**src/rtl/dec_top_if.sv**
```systemverilog
// Read-path bundle for the SEC-DED decoder: codeword in, corrected data out.
// master = upstream/downstream side, slave = decoder; counters ride along.
interface dec_top_if #(
  parameter int CNT_W = 16
);
  logic [38:0]      IN;
  logic             IN_VALID;
  logic             IN_READY;
  logic [31:0]      OUT;
  logic             OUT_VALID;
  logic             OUT_READY;
  logic             SBE;
  logic             DBE;
  logic [6:0]       SYND;
  logic             CNT_CLR;
  logic [CNT_W-1:0] SBE_CNT;
  logic [CNT_W-1:0] DBE_CNT;

  modport master (
    output IN, IN_VALID, OUT_READY, CNT_CLR,
    input  IN_READY, OUT, OUT_VALID, SBE, DBE,
    input  SYND, SBE_CNT, DBE_CNT
  );

  modport slave (
    input  IN, IN_VALID, OUT_READY, CNT_CLR,
    output IN_READY, OUT, OUT_VALID, SBE, DBE,
    output SYND, SBE_CNT, DBE_CNT
  );
endinterface

```
**src/rtl/dec_top.sv**
```systemverilog
// Hsiao (39,32) SEC-DED decoder, 2-stage valid/ready pipe: S1 syndrome,
// S2 correct/classify. Ports: clk, rst (async high), bus (dec_top_if.slave).
// Optional error counters enabled by macro SECDED_ERR_CNT_EN.
module dec_top #(
  parameter int CNT_W = 16
) (
  input  logic     clk,
  input  logic     rst,
  dec_top_if.slave bus
);

  // Row masks of the parity-check matrix, M[k] = data bits in check k.
  localparam logic [6:0][31:0] M = {
    32'h5403FF10, 32'h8B503E88, 32'hA2BBC244,
    32'h7D9C4422, 32'hC06C89E1, 32'h13E5101F,
    32'h2C0221FF
  };

  typedef struct packed {
    logic [31:0] d;
    logic [6:0]  s;
  } s1_t;

  typedef struct packed {
    logic [31:0] d;
    logic [6:0]  s;
    logic        sbe;
    logic        dbe;
  } s2_t;

  function automatic logic [6:0] col(input int j);
    logic [6:0] c;
    for (int k = 0; k < 7; k++) c[k] = M[k][j];
    return c;
  endfunction

  logic v1, v2;
  logic adv1, adv2;
  s1_t  s1;
  s2_t  s2;
  logic [6:0]  syn;
  logic [31:0] flip;
  s2_t  nx2;
  logic onehot;

  assign adv2 = !v2 | bus.OUT_READY;
  assign adv1 = !v1 | adv2;
  assign bus.IN_READY = adv1;

  always_comb begin
    syn = '0;
    for (int k = 0; k < 7; k++)
      syn[k] = bus.IN[32+k] ^ (^(bus.IN[31:0] & M[k]));
  end

  always_comb begin
    flip = '0;
    for (int j = 0; j < 32; j++)
      flip[j] = (s1.s == col(j));
    onehot = (s1.s != '0) &&
             ((s1.s & (s1.s - 7'd1)) == '0);
    nx2.d   = s1.d ^ flip;
    nx2.s   = s1.s;
    nx2.sbe = (|flip) | onehot;
    nx2.dbe = (s1.s != '0) & !((|flip) | onehot);
  end

  always_ff @(posedge clk or posedge rst) begin
    if (rst) begin
      v1 <= 1'b0;
      s1 <= '0;
    end else if (adv1) begin
      v1 <= bus.IN_VALID;
      if (bus.IN_VALID)
        s1 <= '{d: bus.IN[31:0], s: syn};
    end
  end

  always_ff @(posedge clk or posedge rst) begin
    if (rst) begin
      v2 <= 1'b0;
      s2 <= '0;
    end else if (adv2) begin
      v2 <= v1;
      if (v1)
        s2 <= nx2;
    end
  end

  assign bus.OUT_VALID = v2;
  assign bus.OUT       = s2.d;
  assign bus.SYND      = s2.s;
  assign bus.SBE       = s2.sbe;
  assign bus.DBE       = s2.dbe;

`ifdef SECDED_ERR_CNT_EN
  logic [CNT_W-1:0] sc, dc;
  logic fire;

  assign fire = v2 & bus.OUT_READY;

  always_ff @(posedge clk or posedge rst) begin
    if (rst) begin
      sc <= '0;
      dc <= '0;
    end else if (bus.CNT_CLR) begin
      sc <= '0;
      dc <= '0;
    end else begin
      if (fire & s2.sbe & ~&sc)
        sc <= sc + 1'b1;
      if (fire & s2.dbe & ~&dc)
        dc <= dc + 1'b1;
    end
  end

  assign bus.SBE_CNT = sc;
  assign bus.DBE_CNT = dc;
`else
  logic unused_clr;
  assign unused_clr  = bus.CNT_CLR;
  assign bus.SBE_CNT = '0;
  assign bus.DBE_CNT = '0;
`endif

endmodule

```
**src/flat_wrapper.sv**
```systemverilog
// flat-port wrapper written by rule: the top's interface ports become plain ports
module dec_top_flat 
#(
  parameter int CNT_W = 16
)
  (clk, rst, bus_IN, bus_IN_VALID, bus_OUT_READY, bus_CNT_CLR, bus_IN_READY, bus_OUT, bus_OUT_VALID, bus_SBE, bus_DBE, bus_SYND, bus_SBE_CNT, bus_DBE_CNT);
  dec_top_if #(.CNT_W(CNT_W)) bus_i ();
  input  logic clk;
  input  logic rst;
  input wire logic [$bits(bus_i.IN)-1:0] bus_IN;
  input wire logic [$bits(bus_i.IN_VALID)-1:0] bus_IN_VALID;
  input wire logic [$bits(bus_i.OUT_READY)-1:0] bus_OUT_READY;
  input wire logic [$bits(bus_i.CNT_CLR)-1:0] bus_CNT_CLR;
  output wire logic [$bits(bus_i.IN_READY)-1:0] bus_IN_READY;
  output wire logic [$bits(bus_i.OUT)-1:0] bus_OUT;
  output wire logic [$bits(bus_i.OUT_VALID)-1:0] bus_OUT_VALID;
  output wire logic [$bits(bus_i.SBE)-1:0] bus_SBE;
  output wire logic [$bits(bus_i.DBE)-1:0] bus_DBE;
  output wire logic [$bits(bus_i.SYND)-1:0] bus_SYND;
  output wire logic [$bits(bus_i.SBE_CNT)-1:0] bus_SBE_CNT;
  output wire logic [$bits(bus_i.DBE_CNT)-1:0] bus_DBE_CNT;
  assign bus_i.IN = bus_IN;
  assign bus_i.IN_VALID = bus_IN_VALID;
  assign bus_i.OUT_READY = bus_OUT_READY;
  assign bus_i.CNT_CLR = bus_CNT_CLR;
  assign bus_IN_READY = bus_i.IN_READY;
  assign bus_OUT = bus_i.OUT;
  assign bus_OUT_VALID = bus_i.OUT_VALID;
  assign bus_SBE = bus_i.SBE;
  assign bus_DBE = bus_i.DBE;
  assign bus_SYND = bus_i.SYND;
  assign bus_SBE_CNT = bus_i.SBE_CNT;
  assign bus_DBE_CNT = bus_i.DBE_CNT;
  dec_top #(.CNT_W(CNT_W)) u_core (.clk(clk), .rst(rst), .bus(bus_i));
endmodule
```
**config.mk**
```make
export PLATFORM = sky130hd
export DESIGN_NAME = dec_top_flat
export DESIGN_NICKNAME = d
export VERILOG_FILES = /design/src/rtl/dec_top_if.sv /design/src/rtl/dec_top.sv /design/src/flat_wrapper.sv
export SDC_FILE = /design/constraint.sdc
export NUM_CORES = 1
export LEC_CHECK = 0
export ABC_AREA = 1
export ABC_CLOCK_PERIOD_IN_PS = 3150
export BUFFER_PORTS_ARGS = -buffer_cell sky130_fd_sc_hd__buf_2
export CORE_AREA = 3 3 105 127
export CTS_CLUSTER_SIZE = 28
export DETAILED_ROUTE_END_ITERATION = 8
export DIE_AREA = 0 0 108 130
export PLACE_DENSITY_LB_ADDON = 0.05
export SLEW_MARGIN = 40
export SYNTH_ARGS = -nofsm -noshare
export SYNTH_HDL_FRONTEND = slang
export SYNTH_SLANG_ARGS = --single-unit
```
**constraint.sdc**
```tcl
create_clock -name clk -period 3.15 [get_ports clk]
set_input_delay 0.1575 -clock clk [delete_from_list [all_inputs] [get_ports clk]]
set_output_delay 0.1575 -clock clk [all_outputs]
set_load 0.02 [all_outputs]
```
Yosys cells after proc, flatten, opt, wreduce, memory -nomap -nowiden

Cells that the tools add are included.

Bits in registers: 82
Bits of input ports: 44
Output and inout port bits: 75
Word-level logic and storage cells: 70

Add/subtract/negate cells: 1
Equal/unequal tests: 32
Bitwise gates (word level): 13
Reduce and logical (&&, ||, !) cells: 16

Operators with widths:

| cell                                                | number |
|---|---|
| XOR reduction 32 bit                                | 7 |
| equality test 7 bit, second input constant          | 14 |
| equality test 7 x 6 -> 1 bit, second input constant | 8 |
| equality test 7 x 5 -> 1 bit, second input constant | 6 |
| OR reduction 32 bit                                 | 1 |
| XOR 32 bit                                          | 1 |
| equality test 7 x 4 -> 1 bit, second input constant | 3 |
| AND 7 bit                                           | 1 |
| equality test 7 x 3 -> 1 bit, second input constant | 1 |
| zero test 7 bit                                     | 1 |
| nonzero test 7 bit                                  | 1 |
| subtractor 7 x 1 -> 7 bit, second input constant    | 1 |
| XOR 1 bit                                           | 7 |
| AND reduction 2 bit                                 | 2 |
| zero test 1 bit                                     | 3 |
| bitwise OR 1 bit                                    | 3 |
| AND 1 bit                                           | 1 |
| logical AND 1 bit                                   | 1 |

Longest topological paths before layout

Depth after elaboration: 7
Mapped depth: 13
Gate-level depth less buffers: 12

Worst setup path after synthesis

No wires, ideal clock.

Path kind: flip-flop to flip-flop
Start point: register u_core.v2 (netlist: u_core.bus.OUT_VALID)
End point: register u_core.s1, in the netlist u_core.nx2[2]
Setup time: 117 ps
Arrival: 1,409 ps
Required time: 3,033 ps
Setup slack: 1,624 ps
Cell stages (with the launch flop): 8
Path buffers: 2
Period minus slack after synthesis: 1,526 ps
Path through: dfrtp_1 nand3_1 nand2_1 buf_2 inv_1 buf_2 nand3_1 nand2_1

Word-level cells in the longest chain between the ends: 4

RTL lines:

| what                          | RTL line           | text |
|---|---|---|
| start, declared               | dec_top.sv:37      | `logic v1, v2;` |
| start signal, assigned        | dec_top.sv:84      | `v2 <= v1;` |
| zero test 1 bit               | dec_top.sv:46      | `assign adv2 = !v2 \| bus.OUT_READY;` |
| bitwise OR 1 bit              | dec_top.sv:46      |  |
| bitwise OR 1 bit              | dec_top.sv:47      | `assign adv1 = !v1 \| adv2;` |
| via bus_IN_READY              | flat_wrapper.sv:14 | `output wire logic [$bits(bus_i.IN_READY)-1:0] bus_IN_READY;` |
| AND reduction 2 bit (no line) | --                 |  |
| end signal, assigned          | dec_top.sv:75      | `s1 <= '{d: bus.IN[31:0], s: syn};` |
| end, declared                 | dec_top.sv:39      | `s1_t s1;` |

The timed path passes the listed nets, and every way through them passes these cells.
A chain may end at the register's enable or synchronous reset.

Worst setup path in the final report

Start point: register u_core.s1, in the netlist u_core.nx2[3]
End point: register u_core.s2, in the netlist u_core.bus.SBE

Word-level cells in the longest chain between the ends: 5
Elaborated cells on any way between the ends: 39
Classes of those cells: add/sub (1); eq/ne (32); bitwise (2); reduce/logical (4)

RTL lines:

| what                      | RTL line      | text |
|---|---|---|
| subtractor 7 x 1 -> 7 bit | dec_top.sv:61 | `((s1.s & (s1.s - 7'd1)) == '0);` |
| AND 7 bit                 | dec_top.sv:61 |  |
| zero test 7 bit           | dec_top.sv:61 |  |
| logical AND 1 bit         | dec_top.sv:60 | `onehot = (s1.s != '0) &&` |
| bitwise OR 1 bit *        | dec_top.sv:64 | `nx2.sbe = (\|flip) \| onehot;` |
| end signal, assigned      | dec_top.sv:86 | `s2 <= nx2;` |
| end, declared             | dec_top.sv:40 | `s2_t s2;` |

Mark *: on every way between the ends. The rest lies on a longest branch, timed or not.

==> results.ini <==
[outcome]
status=complete, no violations

[routing]
ant_nets=0
firstDrtPassIters=5
vias_per_cell=4.673
vias=4893
route.detailed.drc=0
drt-total-wl_um=13250
drt_iter0_drc=258
wl_per_cell_um=12.65

[global_routing]
grt_max_degree=65
grt-ovfl-total=0
grt_pass1_wl_um=21490
grt_pass1_vias=4462
grt_antenna_before_repair=0
grt_use_total_pct=19.41

[setup_path]
r2r_start=u_core.nx2[3]$_DFFE_PP0P_
path_class=flop to flop
worstPathCellList=inv_2, nand2_2, nor2_1, nand2_1, nand2_1, nor2_1, nand2_1, nor2_2, nand3_1, nand2_1, inv_1
critPathMaxStageDelay_ps=500
required_ps=3390
reg2reg_slack_ps=1500
path_delay_family=simple AND/OR/NAND/NOR gates
crit_path_frequent_cell=nand2_1
reg2reg_to=u_core.bus.SBE$_DFFE_PP0P_
slowest_stage=dfrtp_1
crit_start=u_core.nx2[3]$_DFFE_PP0P_
cp.arrival_ps=1890
start_kind=flop
crit_fanout=7
crit_cells=11
rr_worst_depth=11
cp-endpoint=u_core.bus.SBE$_DFFE_PP0P_
crit_path_end_kind=flop
path_buf_inv=2

[place]
place_area_um2=5844
gp_congestion=0.9390
hpwl_um=10930
numPortBuffers=85

[pwr]
p_per_area_nw_per_um2=649.8
p_leak_nw=3.451
ir_drop_v=0.0003454

[cts]
clk_latency_ps=340
h-tree-depth=3
numCtsBuffers=9
clk_path_buf_depth=2
cts_tree=built
cts_root_buf=clkbuf_16
path_clk_slew_ps=60
post_cts_resized=0
post-cts-setup-buffer-count=0
clock_sinks=82

[synth]
yosysWarnings=0
synthCells=806
synth_flop_cell=dfrtp_1
synth_area_um2=5409
syn_avg_cell_area_um2=6.711
ys_ff_latch=82
synth_edf_count=0
async_reset_ff_share_pct=100.0
ys_seq_area_share_pct=37.94
synth_cell_types=22

[finish]
fillers=1298
num-nets-final=925
antenna_cells=0
drive_gt1_share_pct=12.87
fin_area_um2=6170
area_delta_synth_final_pct=14.06

[sta]
relSlewSlack_pct=58.23
period_share_pct=52.39
rsz0062_at_grt=no
finalSetupViolCount=0
hold_violations=0
finClkSkew_ps=8.538
worst_slew_pin_slew_ps=625.9
maxSlewViolCount=0
clock.fmax_mhz=605.9
period_needed_ps=1650
tns_ps=0

[die]
fp.dieW_um=108
core_um2=12170
rows=44
io_pins=119
die-area_um2=14040
die_h_um=130
initial_core_util_pct=44.46

[hold_path]
min_path_type=input port to flop

[run]
cap_violations=0

==> per-layer routing <==
layer	routed length [um]	GRT usage [%]	part of all wire [%]	vias to the layer above
met1	6124	25.60	46	2200
li1	-	-	-	2570
met2	6355	32.61	48	105
met3	521	2.919	3.9	18
met4	246	6.761	1.9	0
met5	0	0	0	-
==> cell families after synthesis <==
group           count (synthesis)  synth area share, %
buf+inv                       117                10.62
xor+xnor                       66                10.69
other cells                     1              0.06933
simple gates                  473                34.44
compound gates                 67                6.246
flops                          82                37.94
==> how the worst min path moves through the flow <==
| stage | cells after the start | start | end |
|---|---|---|---|
| 3_3_place_gp | 2 | rst | u_core.bus.OUT[18]$_DFFE_PP0P_ |
| 2_1_floorplan | 2 | bus_IN[3] | u_core.s1[10]$_DFFE_PP0P_ |
| 5_1_grt | 3 | bus_IN[7] | u_core.s1[14]$_DFFE_PP0P_ |
| 4_1_cts | 4 | bus_OUT_READY | u_core.bus.OUT_VALID$_DFFE_PP0P_ |
| 6_report | 4 | bus_OUT_READY | u_core.bus.OUT_VALID$_DFFE_PP0P_ |
| 3_5_place_dp | 2 | rst | u_core.bus.OUT[19]$_DFFE_PP0P_ |
==> per-stage QoR <==
stage               instances  power [mW]  setup slack (ps)  hold slack, ps  utilization [%]
floorplan                 837       2.523             884.1           267.1                -
global route             1047       4.301              1248           113.1            50.71
detailed placement       1030       2.949              1481           340.8            48.04
CTS                      1047       4.058              1472           95.24            50.70
global placement         1030       2.924              1473           332.9            48.04
finish                   1047       4.009              1500           104.6            50.71
==> worst reg2reg max path, delay by kind of cell, from the launching register on <==
kind / cells / cell delay, ps
flops: 1 / 500
buf+inv: 2 / 130
simple gates: 9 / 930
==> cell type report <==
| class | instances | area [um^2] | share of cell area, % |
|---|---|---|---|
| clock buffers | 14 | 254.0 | 4.117 |
| flip-flops and latches | 82 | 2052 | 33.26 |
| clock inverters | 2 | 60.06 | 0.9734 |
| multi-input cells | 638 | 2902 | 47.03 |
| repair buffers | 89 | 470.5 | 7.625 |
| inverters | 61 | 230.2 | 3.731 |
| well taps | 161 | 201.4 | 3.265 |
==> sequential cells by signal, indices dropped and copies added (netlist names) <==
| signal | cells |
|---|---|
| u_core.v1 | 1 |
| u_core.bus.OUT | 32 |
| u_core.bus.OUT_VALID | 1 |
| u_core.bus.DBE | 1 |
| u_core.bus.SYND | 7 |
| u_core.nx2 | 7 |
| u_core.bus.SBE | 1 |
| u_core.s1 | 32 |
==> synthesized netlist by cell type (3+ instances only) <==
cell type	number	share of area (%)
clkbuf_1	11	0.76
nor2_1	47	3.3
o21ai_0	64	5.9
buf_4	32	4.4
clkbuf_2	3	0.28
xnor2_1	23	3.7
xor2_1	43	7.0
inv_1	57	4.0
nor2_2	5	0.58
nand3_1	39	3.6
nand3b_1	3	0.42
buf_2	9	0.83
inv_2	4	0.28
nand2_2	3	0.35
nand4_1	3	0.35
nand2_1	373	26
dfrtp_1	82	38
==> power by group <==
part	internal, mW	switching [mW]
clock network	0.717	0.376
registers	1.32	0.206
logic	0.452	0.936
total	2.49	1.52
==> repair_timing <==
item	4_1_cts	5_1_grt
hold endpoints to repair	35	0
hold buffers	1	0
setup endpoints to repair	0	0
==> layout by cell type (no fill, tap or decap), types with 2 or more instances in the layout <==
cell       Yosys  routed
clkbuf_16      0       9
o21ai_0       64      64
nor2_1        47      47
xnor2_1       23      23
inv_1         57      56
clkbuf_1      11       4
nand3b_1       3       3
xor2_1        43      43
conb_1         1      32
nand4_1        3       3
nand2_1      373     372
buf_2          9      85
nand3_1       39      39
buf_4         32       2
dfrtp_1       82      82
inv_2          4       4
nand2_2        3       4
bufinv_16      0       2
nor2_2         5       5
No activity file was read; power rests on OpenSTA's default activity.
